File: config.mk
export PLATFORM = sky130hd
export DESIGN_NAME = conv_layer_sequencer
export DESIGN_NICKNAME = d
export VERILOG_FILES = /design/src/rtl/conv_seq_pkg.sv /design/src/rtl/conv_seq_watchdog.sv /design/src/rtl/conv_layer_sequencer.sv
export SDC_FILE = /design/constraint.sdc
export NUM_CORES = 1
export LEC_CHECK = 0
export CAP_MARGIN = 20
export CORE_MARGIN = 5
export CORE_UTILIZATION = 43
export CTS_CLUSTER_DIAMETER = 80
export DETAILED_ROUTE_END_ITERATION = 6
export PLACE_DENSITY_LB_ADDON = 0.15
export RECOVER_POWER = 100
export SLEW_MARGIN = 40
export SYNTH_ARGS = -nofsm -noshare
export SYNTH_HDL_FRONTEND = slang
export SYNTH_SLANG_ARGS = --single-unit
File: constraint.sdc
create_clock -name clk -period 1.55 [get_ports clk]
set_input_delay 0.3875 -clock clk [delete_from_list [all_inputs] [get_ports clk]]
set_output_delay 0.3875 -clock clk [all_outputs]
set_load 0.03 [all_outputs]
File: src/rtl/conv_seq_pkg.sv
// Shared types and defaults for the multi-layer convolution sequencer.
package conv_seq_pkg;

  localparam int DEF_MAX_LAYERS     = 8;
  localparam int DEF_LAYER_W        = 3;
  localparam int DEF_TIMEOUT_CYCLES = 65536;

  // Ping-pong encoding: which buffer the accelerator reads this layer.
  localparam logic BUF_A_IN = 1'b0;
  localparam logic BUF_B_IN = 1'b1;

  typedef enum logic [2:0] {
    ST_IDLE,
    ST_LAUNCH,
    ST_RUN,
    ST_NEXT,
    ST_FINISH
  } state_t;

endpackage

File: src/rtl/conv_seq_watchdog.sv
// Per-layer watchdog counter. Held at zero while clear is high, counts while
// enable is high, and flags expiry on the last allowed cycle.
module conv_seq_watchdog
  import conv_seq_pkg::*;
#(
  parameter int TIMEOUT_CYCLES = DEF_TIMEOUT_CYCLES
) (
  input  logic clk,
  input  logic rst_n,
  input  logic clear,
  input  logic enable,
  output logic expired
);

  localparam int CNT_W = (TIMEOUT_CYCLES > 2) ? $clog2(TIMEOUT_CYCLES) : 1;
  localparam logic [CNT_W-1:0] LAST_CNT = CNT_W'(TIMEOUT_CYCLES - 1);

  logic [CNT_W-1:0] r_count;
  logic             w_at_last;

  assign w_at_last = (r_count == LAST_CNT);
  assign expired   = enable && w_at_last;

  // Cycle counter; saturates at the limit so it never wraps.
  // NOTE: state uses non-blocking (<=) so every flop samples pre-edge values.
  always_ff @(posedge clk or negedge rst_n) begin
    if (!rst_n) begin
      r_count <= '0;
    end else if (clear) begin
      r_count <= '0;
    end else if (enable && !w_at_last) begin
      r_count <= r_count + CNT_W'(1);
    end
  end

endmodule

File: src/rtl/conv_layer_sequencer.sv
// Multi-layer scheduler in front of conv_accelerator: launches one
// accelerator run per layer, ping-pongs the buffer select between layers and
// pulses done when the stack completes.
// Optional feature macro: CONV_SEQ_WATCHDOG_EN (per-layer hang watchdog).
module conv_layer_sequencer
  import conv_seq_pkg::*;
#(
  parameter int MAX_LAYERS     = DEF_MAX_LAYERS,
  parameter int LAYER_W        = DEF_LAYER_W,
  parameter int TIMEOUT_CYCLES = DEF_TIMEOUT_CYCLES
) (
  input  logic               clk,
  input  logic               rst_n,
  input  logic               start,
  input  logic [LAYER_W:0]   num_layers,
  input  logic               abort,
  output logic               busy,
  output logic               done,
  output logic               error,
  output logic [LAYER_W-1:0] layer_idx,
  output logic               buf_sel,
  output logic               acc_start,
  input  logic               acc_busy,
  input  logic               acc_done
);

  localparam logic [LAYER_W:0] MAX_N = (LAYER_W + 1)'(MAX_LAYERS);

  // Elaboration-time parameter sanity.
  if (LAYER_W < $clog2(MAX_LAYERS)) begin : g_bad_layer_w
    $error("LAYER_W too narrow for MAX_LAYERS");
  end
  if (TIMEOUT_CYCLES < 2) begin : g_bad_timeout
    $error("TIMEOUT_CYCLES must be at least 2");
  end

  state_t             r_state;
  logic [LAYER_W:0]   r_num_layers;
  logic [LAYER_W-1:0] r_layer_idx;
  logic               r_busy;
  logic               r_done;
  logic               r_error;
  logic               r_buf_sel;
  logic               r_acc_start;
  logic               w_expired;
  logic               w_last_layer;

`ifdef CONV_SEQ_WATCHDOG_EN
  conv_seq_watchdog #(
    .TIMEOUT_CYCLES(TIMEOUT_CYCLES)
  ) u_watchdog (
    .clk    (clk),
    .rst_n  (rst_n),
    .clear  (r_state != ST_RUN),
    .enable (r_state == ST_RUN),
    .expired(w_expired)
  );
`else
  assign w_expired = 1'b0;
`endif

  assign w_last_layer = ({1'b0, r_layer_idx} == (r_num_layers - (LAYER_W + 1)'(1)));

  // Sequencer FSM with all outputs registered alongside the state.
  always_ff @(posedge clk or negedge rst_n) begin
    if (!rst_n) begin
      r_state      <= ST_IDLE;
      r_num_layers <= '0;
      r_layer_idx  <= '0;
      r_busy       <= 1'b0;
      r_done       <= 1'b0;
      r_error      <= 1'b0;
      r_buf_sel    <= BUF_A_IN;
      r_acc_start  <= 1'b0;
    end else if (abort) begin
      // Abort outranks start and acc_done; layer_idx/buf_sel/error are kept.
      r_state     <= ST_IDLE;
      r_busy      <= 1'b0;
      r_done      <= 1'b0;
      r_acc_start <= 1'b0;
    end else begin
      r_done      <= 1'b0;
      r_acc_start <= 1'b0;
      unique case (r_state)
        ST_IDLE: begin
          if (start) begin
            r_num_layers <= (num_layers > MAX_N) ? MAX_N : num_layers;
            r_layer_idx  <= '0;
            r_buf_sel    <= BUF_A_IN;
            r_error      <= 1'b0;
            r_busy       <= 1'b1;
            if (num_layers == '0) begin
              r_state <= ST_FINISH;
            end else begin
              r_state     <= ST_LAUNCH;
              r_acc_start <= !acc_busy;
            end
          end
        end
        ST_LAUNCH: begin
          // A visible acc_start means the launch is done; else keep polling.
          if (r_acc_start) begin
            r_state <= ST_RUN;
          end else begin
            r_acc_start <= !acc_busy;
          end
        end
        ST_RUN: begin
          if (acc_done) begin
            r_state <= ST_NEXT;
          end else if (w_expired) begin
            r_error <= 1'b1;
            r_done  <= 1'b1;
            r_state <= ST_FINISH;
          end
        end
        ST_NEXT: begin
          if (w_last_layer) begin
            r_done  <= 1'b1;
            r_state <= ST_FINISH;
          end else begin
            r_layer_idx <= r_layer_idx + LAYER_W'(1);
            r_buf_sel   <= ~r_buf_sel;
            r_acc_start <= !acc_busy;
            r_state     <= ST_LAUNCH;
          end
        end
        ST_FINISH: begin
          // Entered with done already set (normal/timeout) or clear (empty run).
          if (r_done) begin
            r_busy  <= 1'b0;
            r_state <= ST_IDLE;
          end else begin
            r_done <= 1'b1;
          end
        end
        default: r_state <= ST_IDLE;
      endcase
    end
  end

  assign busy      = r_busy;
  assign done      = r_done;
  assign error     = r_error;
  assign layer_idx = r_layer_idx;
  assign buf_sel   = r_buf_sel;
  assign acc_start = r_acc_start;

endmodule
After elaboration in Yosys (flattened, before gate mapping):

Cells that the tools add are included.

* register bits after elaboration: 14
* logic and storage cells: 61

* $add $sub $neg: 2
* order comparisons: 1
* equal/unequal tests: 11
* multiplexer cells: 29
* bitwise logic cells: 2
* reductions and logical operators: 9

Operators by type and width (number)
* $mux W3: 9
* $pmux W3 S5: 1
* $mux W1: 13
* $ne A3 B3 Y1 const B: 4
* $reduce_and A4 Y1: 2
* $eq A3 B2 Y1 const B: 2
* $pmux W1 S2: 3
* $pmux W3 S2: 1
* $reduce_and A3 Y1: 2
* $eq A3 B4 Y1: 1
* $gt A4 B4 Y1 const B: 1
* $logic_not A4 Y1: 1
* $mux W4: 1
* $ne A2 B2 Y1 const B: 2
* $sub A4 B1 Y4 const B: 1
* $add A3 B1 Y3 const B: 1
* $eq A3 B1 Y1 const B: 1
* $eq A3 B3 Y1 const B: 1
* $logic_not A3 Y1: 1
* $pmux W1 S3: 1
* $reduce_bool A3 Y1: 1
* $not A1 Y1: 2
* $reduce_bool A2 Y1: 1
* $logic_not A1 Y1: 1

Logic depth before layout (Yosys ltp):

Gate-level depths: netlist (run 1).

* depth after elaboration: 5
* depth in mapped cells: 7
* mapped depth without buffers: 7

Worst setup path before layout (run 1):

Ideal clock, no wire load.

* path type: reg-to-reg
* start: register r_layer_idx[2] (netlist: layer_idx[2])
* end: register r_layer_idx[2] (netlist: layer_idx[2])
* library setup time: 0.077 ns
* data arrival time: 1.700 ns
* setup slack: -0.228 ns
* stages on the path, launching flop included: 6
* period minus slack after synthesis: 1.778 ns
* cell sequence: dfrtp_1 > xor3_1 > a2bb2oi_2 > o211ai_4 > or3_1 > a21oi_1

* word-level cells in the longest chain between the ends: 3

RTL lines
* start, declared: RTL line conv_layer_sequencer.sv:39 `logic [LAYER_W-1:0] r_layer_idx;`
* start signal, assigned: RTL line conv_layer_sequencer.sv:122 `r_layer_idx <= r_layer_idx + LAYER_W'(1);`
* $add A3 B1 Y3 or $eq A3 B4 Y1 (tied branches): RTL line conv_layer_sequencer.sv:122, conv_layer_sequencer.sv:62
* $mux W3 or $ne A2 B2 Y1 (tied branches)
* $pmux W3 S2 or $reduce_and A4 Y1 (tied branches)

Several ways; a longest one is shown, not always the timed one. The select of a mux whose other input is x is not followed.
A chain may end at the register's enable or synchronous reset.

Worst setup path after layout (run 1):

* start: register r_num_layers[1]
* end: register r_state[0]

* word-level cells in the longest chain between the ends: 5

RTL lines
* start, declared: RTL line conv_layer_sequencer.sv:38 `logic [LAYER_W:0] r_num_layers;`
* start signal, assigned: RTL line conv_layer_sequencer.sv:87 `r_num_layers <= (num_layers > MAX_N) ? MAX_N : num_layers;`
* $sub A4 B1 Y4: RTL line conv_layer_sequencer.sv:62 `assign w_last_layer = ({1'b0, r_layer_idx} == (r_num_layers - (LAYER_W + 1)'(1)));`
* $eq A3 B4 Y1: RTL line conv_layer_sequencer.sv:62
* $mux W3: RTL line conv_layer_sequencer.sv:118 `if (w_last_layer) begin`
* $pmux W3 S5: RTL line conv_layer_sequencer.sv:84 `unique case (r_state)`
* $mux W3: RTL line conv_layer_sequencer.sv:75 `end else if (abort) begin`
* end signal, assigned: RTL line conv_layer_sequencer.sv:67 `r_state <= ST_IDLE;`
* end signal, assigned: RTL line conv_layer_sequencer.sv:77 `r_state <= ST_IDLE;`
* end signal, assigned: RTL line conv_layer_sequencer.sv:120 `r_state <= ST_FINISH;`
* end, declared: RTL line conv_layer_sequencer.sv:37 `state_t r_state;`

No other way between the ends.

==> results of run 1 <==
## cell type report
cell class	count	area [sq um]
Fill cell	148	552
Multi-Input combinational cell	67	487
Sequential cell	14	352
Timing Repair Buffer	36	292
Clock buffer	4	36.3
Tap cell	25	31.3
Inverter	4	15.0
## registers in the layout, indices dropped and copies added (netlist names)
name and count:
buf_sel 1, acc_start 1, r_num_layers 4, layer_idx 3, done 1, r_state 3
busy 1
## kinds of logic (layout without fill, tap and decap cells)
family	Yosys count	count (layout)	share of synthesized area
buf+inv	7	44	0.0415
fa+ha+maj	2	2	0.0307
mux	1	1	0.0123
simple gates	38	38	0.237
other cells	1	1	0.00460
xor+xnor	4	4	0.0614
flops	14	14	0.430
compound gates	21	21	0.183
## layout by cell type (no fill, tap or decap), types with 2 or more instances in the layout
cell / count
nand3_1: 4
o21ai_0: 8
nand2_1: 11
dfrtp_1: 13
clkbuf_2: 2
clkbuf_4: 4
nor2_1: 7
nand3b_1: 4
buf_6: 2
clkdlybuf4s50_1: 7
dlygate4sd3_1: 2
buf_4: 14
o21ai_1: 2
nand2b_1: 2
inv_2: 2
clkbuf_1: 2
inv_1: 2
dlygate4sd2_1: 5
## routing by layer
| metal | vias to the layer above | global-route usage | share of wire |
|---|---|---|---|
| met5 | - | 0 | 0 |
| met4 | 0 | 0.0553 | 0.025 |
| met3 | 6 | 0.0563 | 0.043 |
| met2 | 16 | 0.280 | 0.48 |
| met1 | 356 | 0.201 | 0.45 |
| li1 | 384 | - | - |
## power by group through the flow
stage / logic (uW) / clock network, uW / registers, uW
finish: 932 / 266 / 504
global route: 1010 / 296 / 513
CTS: 858 / 274 / 502
detailed placement: 674 / 0 / 507
global placement: 660 / 0 / 501
floorplan: 400 / 0 / 539
## stage by stage
step,setup slack [ns],area (sq um),std cells,total power (uW)
after floorplan,-0.173,816,88,938
after global placement,-0.181,1110,142,1160
after detailed placement,-0.251,1110,142,1180
after CTS,-0.131,1200,148,1630
after global routing,-0.258,1210,150,1820
final,-0.165,1210,150,1700
## synthesized netlist by cell type (2+ instances only)
| cell type | instances | share of area |
|---|---|---|
| buf_4 | 2 | 0.018 |
| o21ai_0 | 11 | 0.068 |
| nand3_1 | 5 | 0.031 |
| a21oi_1 | 2 | 0.012 |
| nand3b_1 | 4 | 0.037 |
| nor2_1 | 8 | 0.037 |
| xor2_1 | 2 | 0.022 |
| inv_1 | 4 | 0.018 |
| nand2_1 | 11 | 0.051 |
| ha_1 | 2 | 0.031 |
| nand2b_1 | 2 | 0.015 |
| dfrtp_1 | 14 | 0.43 |
## final timing paths
check                                start           end  slack [ns]  depth (start not counted)
setup reg to reg           r_num_layers[1]    r_state[0]       -0.16                          8
hold reg to reg                    buf_sel       buf_sel        0.49                          1
setup / recovery           r_num_layers[1]    r_state[0]       -0.16                          8
hold / removal                     buf_sel       buf_sel        0.49                          1
max in group asynchronous            rst_n  layer_idx[2]        0.36                          2
min in group asynchronous            rst_n  layer_idx[2]        0.67                          2
## what timing repair did
action / 4_1_cts / 5_1_grt
resized for setup: 22 / 9
hold buffers: 0 / 0
cloned: 0 / 0
setup endpoints to repair: 15 / 10
pin swaps: 6 / 1
setup buffers: 2 / 2
hold endpoints to repair: 0 / 0
==> flow_summary_export.csv, run 1 <==
group,metric,value,unit
run_status,status,"finished with violations",
run_status,violations,"setup timing",
clock_network,htree_num_levels,1,
worst_setup_path,cp_top_family,"flip-flops",
synth,ys_ff_latch,14,
clock_network,cts_buffers,3,
timing,final.setup_skew,0.0111,ns
worst_setup_path,crit_chain,"inv_2 -> ha_4 -> xor2_2 -> nand3_2 -> buf_4 -> o21ai_2 -> o31a_1 -> o22ai_1",
detailed_routing,vias,762,
synth,netlist-cell-type-count,33,
placed_design,dpl.hpwl,1540,microns
final_layout,utilization,0.687,
power_and_ir_drop,sw_frac_of_total,0.383,
detailed_routing,vias_per_cell,5.08,
worst_setup_path,critPathBufInv,2,
run,maxCapViolCount,0,
floorplan,io-pin-count,18,
synth,yosysWarnings,0,
final_layout,syn_to_final_growth,48.8,%
timing,tightest_slew,0.754,ns
global_routing,grt_max_degree,15,
timing,setup_viol,8,
detailed_routing,routed_wl,2100,microns
power_and_ir_drop,leakage,0.000553,uW
timing,slew_headroom,0.498,
synth,yosysSeqAreaShare,0.430,
synth,synthFlopType,"dfrtp_1",
floorplan,core_area,1760,sq um
floorplan,core.rowCount,15,
final_layout,layout-drive-gt1-share,0.304,
synth,synthesis.area,815,sq um
final_layout,diodes,0,
synth,synth_edf_count,0,
timing,period_needed,1.71,ns
global_routing,gr-total-overflow,0,
detailed_routing,ant_nets,0,
clock_network,clk_path_buf_depth,2,
floorplan,die-area,2860,sq um
timing,worst_slack,-0.165,ns
worst_setup_path,worstPathArrival,1.86,ns
worst_setup_path,crit_type,"reg2reg",
power_and_ir_drop,pwr-share-seq,0.296,
power_and_ir_drop,power.switching,652,uW
floorplan,dieHeight,53.5,microns
synth,syn_avg_cell_area,9.26,sq um
clock_network,cts_tree,"done",
timing,fmax,583,MHz
clock_network,root_buffer,"clkbuf_4",
placed_design,gp_congestion,0.895,
power_and_ir_drop,ir_drop,0.863,mV
timing,slew_violations,0,
worst_setup_path,crit_fanout,3,
placed_design,io_buffers,16,
floorplan,start_util,0.462,
worst_setup_path,start_kind,"flop",
final_layout,finalNetCount,138,
timing,whs,0.490,ns
timing,post-route-period-util,1.11,
clock_network,cts_sinks,14,
power_and_ir_drop,combPwrFrac,0.548,
global_routing,grt_usage,0.168,
worst_setup_path,critical-path-max-stage-delay,0.39,ns
synth,postSynthCellCount,88,
power_and_ir_drop,power_density,1400,nW/um^2
clock_network,clkTransAtPathRegs,0.09,ns
timing,finalHoldViolCount,0,
synth,async_reset_ff_frac,1.00,
floorplan,die_w,53.5,microns
detailed_routing,drt-pass1-iter-count,4,
global_routing,grt_pass1_wl,3430,microns
worst_setup_path,critPathSlowestCell,"dfrtp_1",
power_and_ir_drop,clkPwrFrac,0.156,
detailed_routing,route.detailed.drc,0,
global_routing,antenna_found_initial,0,
global_routing,grt_pass1_vias,757,
power_and_ir_drop,internal_power,1050,uW
detailed_routing,wl_per_cell,14.0,microns
detailed_routing,drt_iter0_drc,16,
timing,rsz0062_at_grt,"yes",
timing,fin_tns_setup,-0.989,ns
clock_network,clk_latency,0.29,ns
worst_hold_path,hold_class,"reg2reg",
worst_setup_path,crit_path_end_kind,"flop",
synth,synth_nets,100,
worst_setup_path,cp.required,1.70,ns
No activity file was read; power rests on OpenSTA's default activity.
==> inputs of run 2 (changes only) <==
- SETUP_SLACK_MARGIN: default -> 0.4
==> flow_summary_export.csv, run 2 (synthesized netlist as in run 1, its figures left out) <==
group,metric,value,unit
power_and_ir_drop,power_density,1370,nW/um^2
power_and_ir_drop,power.total,1760,uW
final_layout,utilization,0.728,
final_layout,finalNetCount,143,
final_layout,layout_common_cells,"buf_4 (21), dfrtp_1 (12), nand2_1 (10)",
final_layout,final_cells,155,
worst_setup_path,cp_top_family,"compound AO/OA/AOI/OAI gates",
detailed_routing,drt-pass1-iter-count,4,
final_layout,layout-drive-gt1-share,0.377,
timing,slew_violations,0,
floorplan,die_w,53.5,microns
final_layout,final_common_cell,"buf_4",
global_routing,grt_max_degree,15,
timing,rsz0062_at_grt,"yes",
worst_hold_path,hold_class,"reg2reg",
run_status,status,"finished with violations",
worst_setup_path,reg2reg_slack,-0.23,ns
worst_setup_path,start_kind,"flop",
clock_network,root_buffer,"clkbuf_4",
clock_network,clk_path_buf_depth,2,
worst_setup_path,critPathSlowestCell,"dfrtp_1",
clock_network,cts_tree,"done",
clock_network,htree_num_levels,1,
global_routing,grt_usage,0.181,
clock_network,cts_buffers,3,
run,maxCapViolCount,0,
floorplan,io-pin-count,18,
timing,slew_headroom,0.472,
placed_design,io_buffers,16,
timing,post-route-period-util,1.15,
timing,worst_slack,-0.235,ns
timing,fmax,560,MHz
floorplan,core_area,1760,sq um
detailed_routing,drt_iter0_drc,20,
detailed_routing,vias,838,
final_layout,diodes,0,
run_status,violations,"setup timing",
power_and_ir_drop,ir_drop,0.904,mV
clock_network,clkTransAtPathRegs,0.09,ns
worst_setup_path,crit_path_end_kind,"flop",
floorplan,die-area,2860,sq um
detailed_routing,wl_per_cell,15.4,microns
detailed_routing,route.detailed.drc,0,
global_routing,grt_pass1_wl,3710,microns
worst_setup_path,worstPathArrival,2.01,ns
clock_network,ctsHoldBuffers,0,
final_layout,largest_reg_flops,4,
worst_setup_path,critPathBufInv,2,
timing,tightest_slew,0.792,ns
timing,whs,0.496,ns
timing,fin_tns_setup,-1.00,ns
floorplan,core.rowCount,15,
final_layout,syn_to_final_growth,57.6,%
worst_setup_path,crit_type,"reg2reg",
timing,setup_viol,8,
detailed_routing,ant_nets,0,
timing,period_needed,1.78,ns
worst_setup_path,cp.required,1.78,ns
detailed_routing,routed_wl,2380,microns
power_and_ir_drop,leakage,0.000560,uW
clock_network,cts_sinks,14,
placed_design,gp_congestion,0.800,
timing,finalHoldViolCount,0,
clock_network,clk_latency,0.29,ns
worst_setup_path,crit_chain,"inv_2 -> ha_4 -> xor3_1 -> a2bb2oi_4 -> o211ai_4 -> buf_6 -> o21ai_1 -> a21oi_2",
worst_setup_path,critical-path-max-stage-delay,0.43,ns
placed_design,dpl.hpwl,1540,microns
final_layout,regMostFlops,"r_num_layers",
placed_design,dp.cells,145,
global_routing,antenna_found_initial,0,
floorplan,dieHeight,53.5,microns
global_routing,gr-total-overflow,0,
global_routing,grt_pass1_vias,818,
detailed_routing,vias_per_cell,5.41,
floorplan,start_util,0.462,
timing,final.setup_skew,0.00339,ns
worst_setup_path,crit_fanout,7,
[run 2: cell types whose count changed in the layout (fill, tap and decap cells not counted), moves of 2 or more]
cell,change
buf_4,+7
clkbuf_1,+5
o21ai_0,-5
o21ai_1,+5
dlygate4sd2_1,-4
buf_6,+2
clkbuf_2,-2
[run 2: where the power goes]
group	switching (uW)	internal, uW
Clock	135	143
Combinational	472	482
Sequential	88.4	437
Total	695	1060
[run 2: final timing paths]
kind	from	endpoint	depth (start not counted)
hold reg to reg	buf_sel	buf_sel	1
min in group asynchronous	rst_n	r_state[1]	2
setup reg to reg	r_num_layers[0]	layer_idx[2]	8
setup / recovery	r_num_layers[0]	layer_idx[2]	8
hold / removal	buf_sel	buf_sel	1
max in group asynchronous	rst_n	layer_idx[1]	2
[run 2: layout make-up]
class | instances | area, sq um
well taps | 25 | 31.3
multi-input cells | 67 | 531
clock buffers | 4 | 36.3
fillers | 144 | 480
flip-flops and latches | 14 | 353
repair buffers | 41 | 318
inverters | 4 | 15.0
[run 2: per-layer routing]
layer  vias to the layer above  part of all wire  global-route usage  wire length (microns)
met5                         -                 0                   0                      0
met4                         0             0.017              0.0638                     40
met3                         5             0.069              0.0366                    164
met2                        31              0.48               0.304                   1140
met1                       408              0.44               0.227                   1040
li1                        394                 -                   -                      -
[run 2: repair_timing]
item	4_1_cts	5_1_grt
pin swaps	2	4
buffers inserted	4	2
cloned	0	0
setup endpoints to repair	20	20
resized for setup	63	12
[run 2: through the flow]
stage	instance area, sq um	setup slack [ns]
2_1_floorplan	837	-0.173
3_5_place_dp	1150	-0.208
4_1_cts	1280	-0.168
5_1_grt	1280	-0.328
3_3_place_gp	1150	-0.187
6_report	1280	-0.235
==> inputs of run 3 (changes only) <==
- SYNTH_HIERARCHICAL: default -> 1
==> results of run 3 <==
The final DEF is identical to that of run 2; final timing and power are the same.
Among the figures that moved: Yosys warning count 0 -> 6
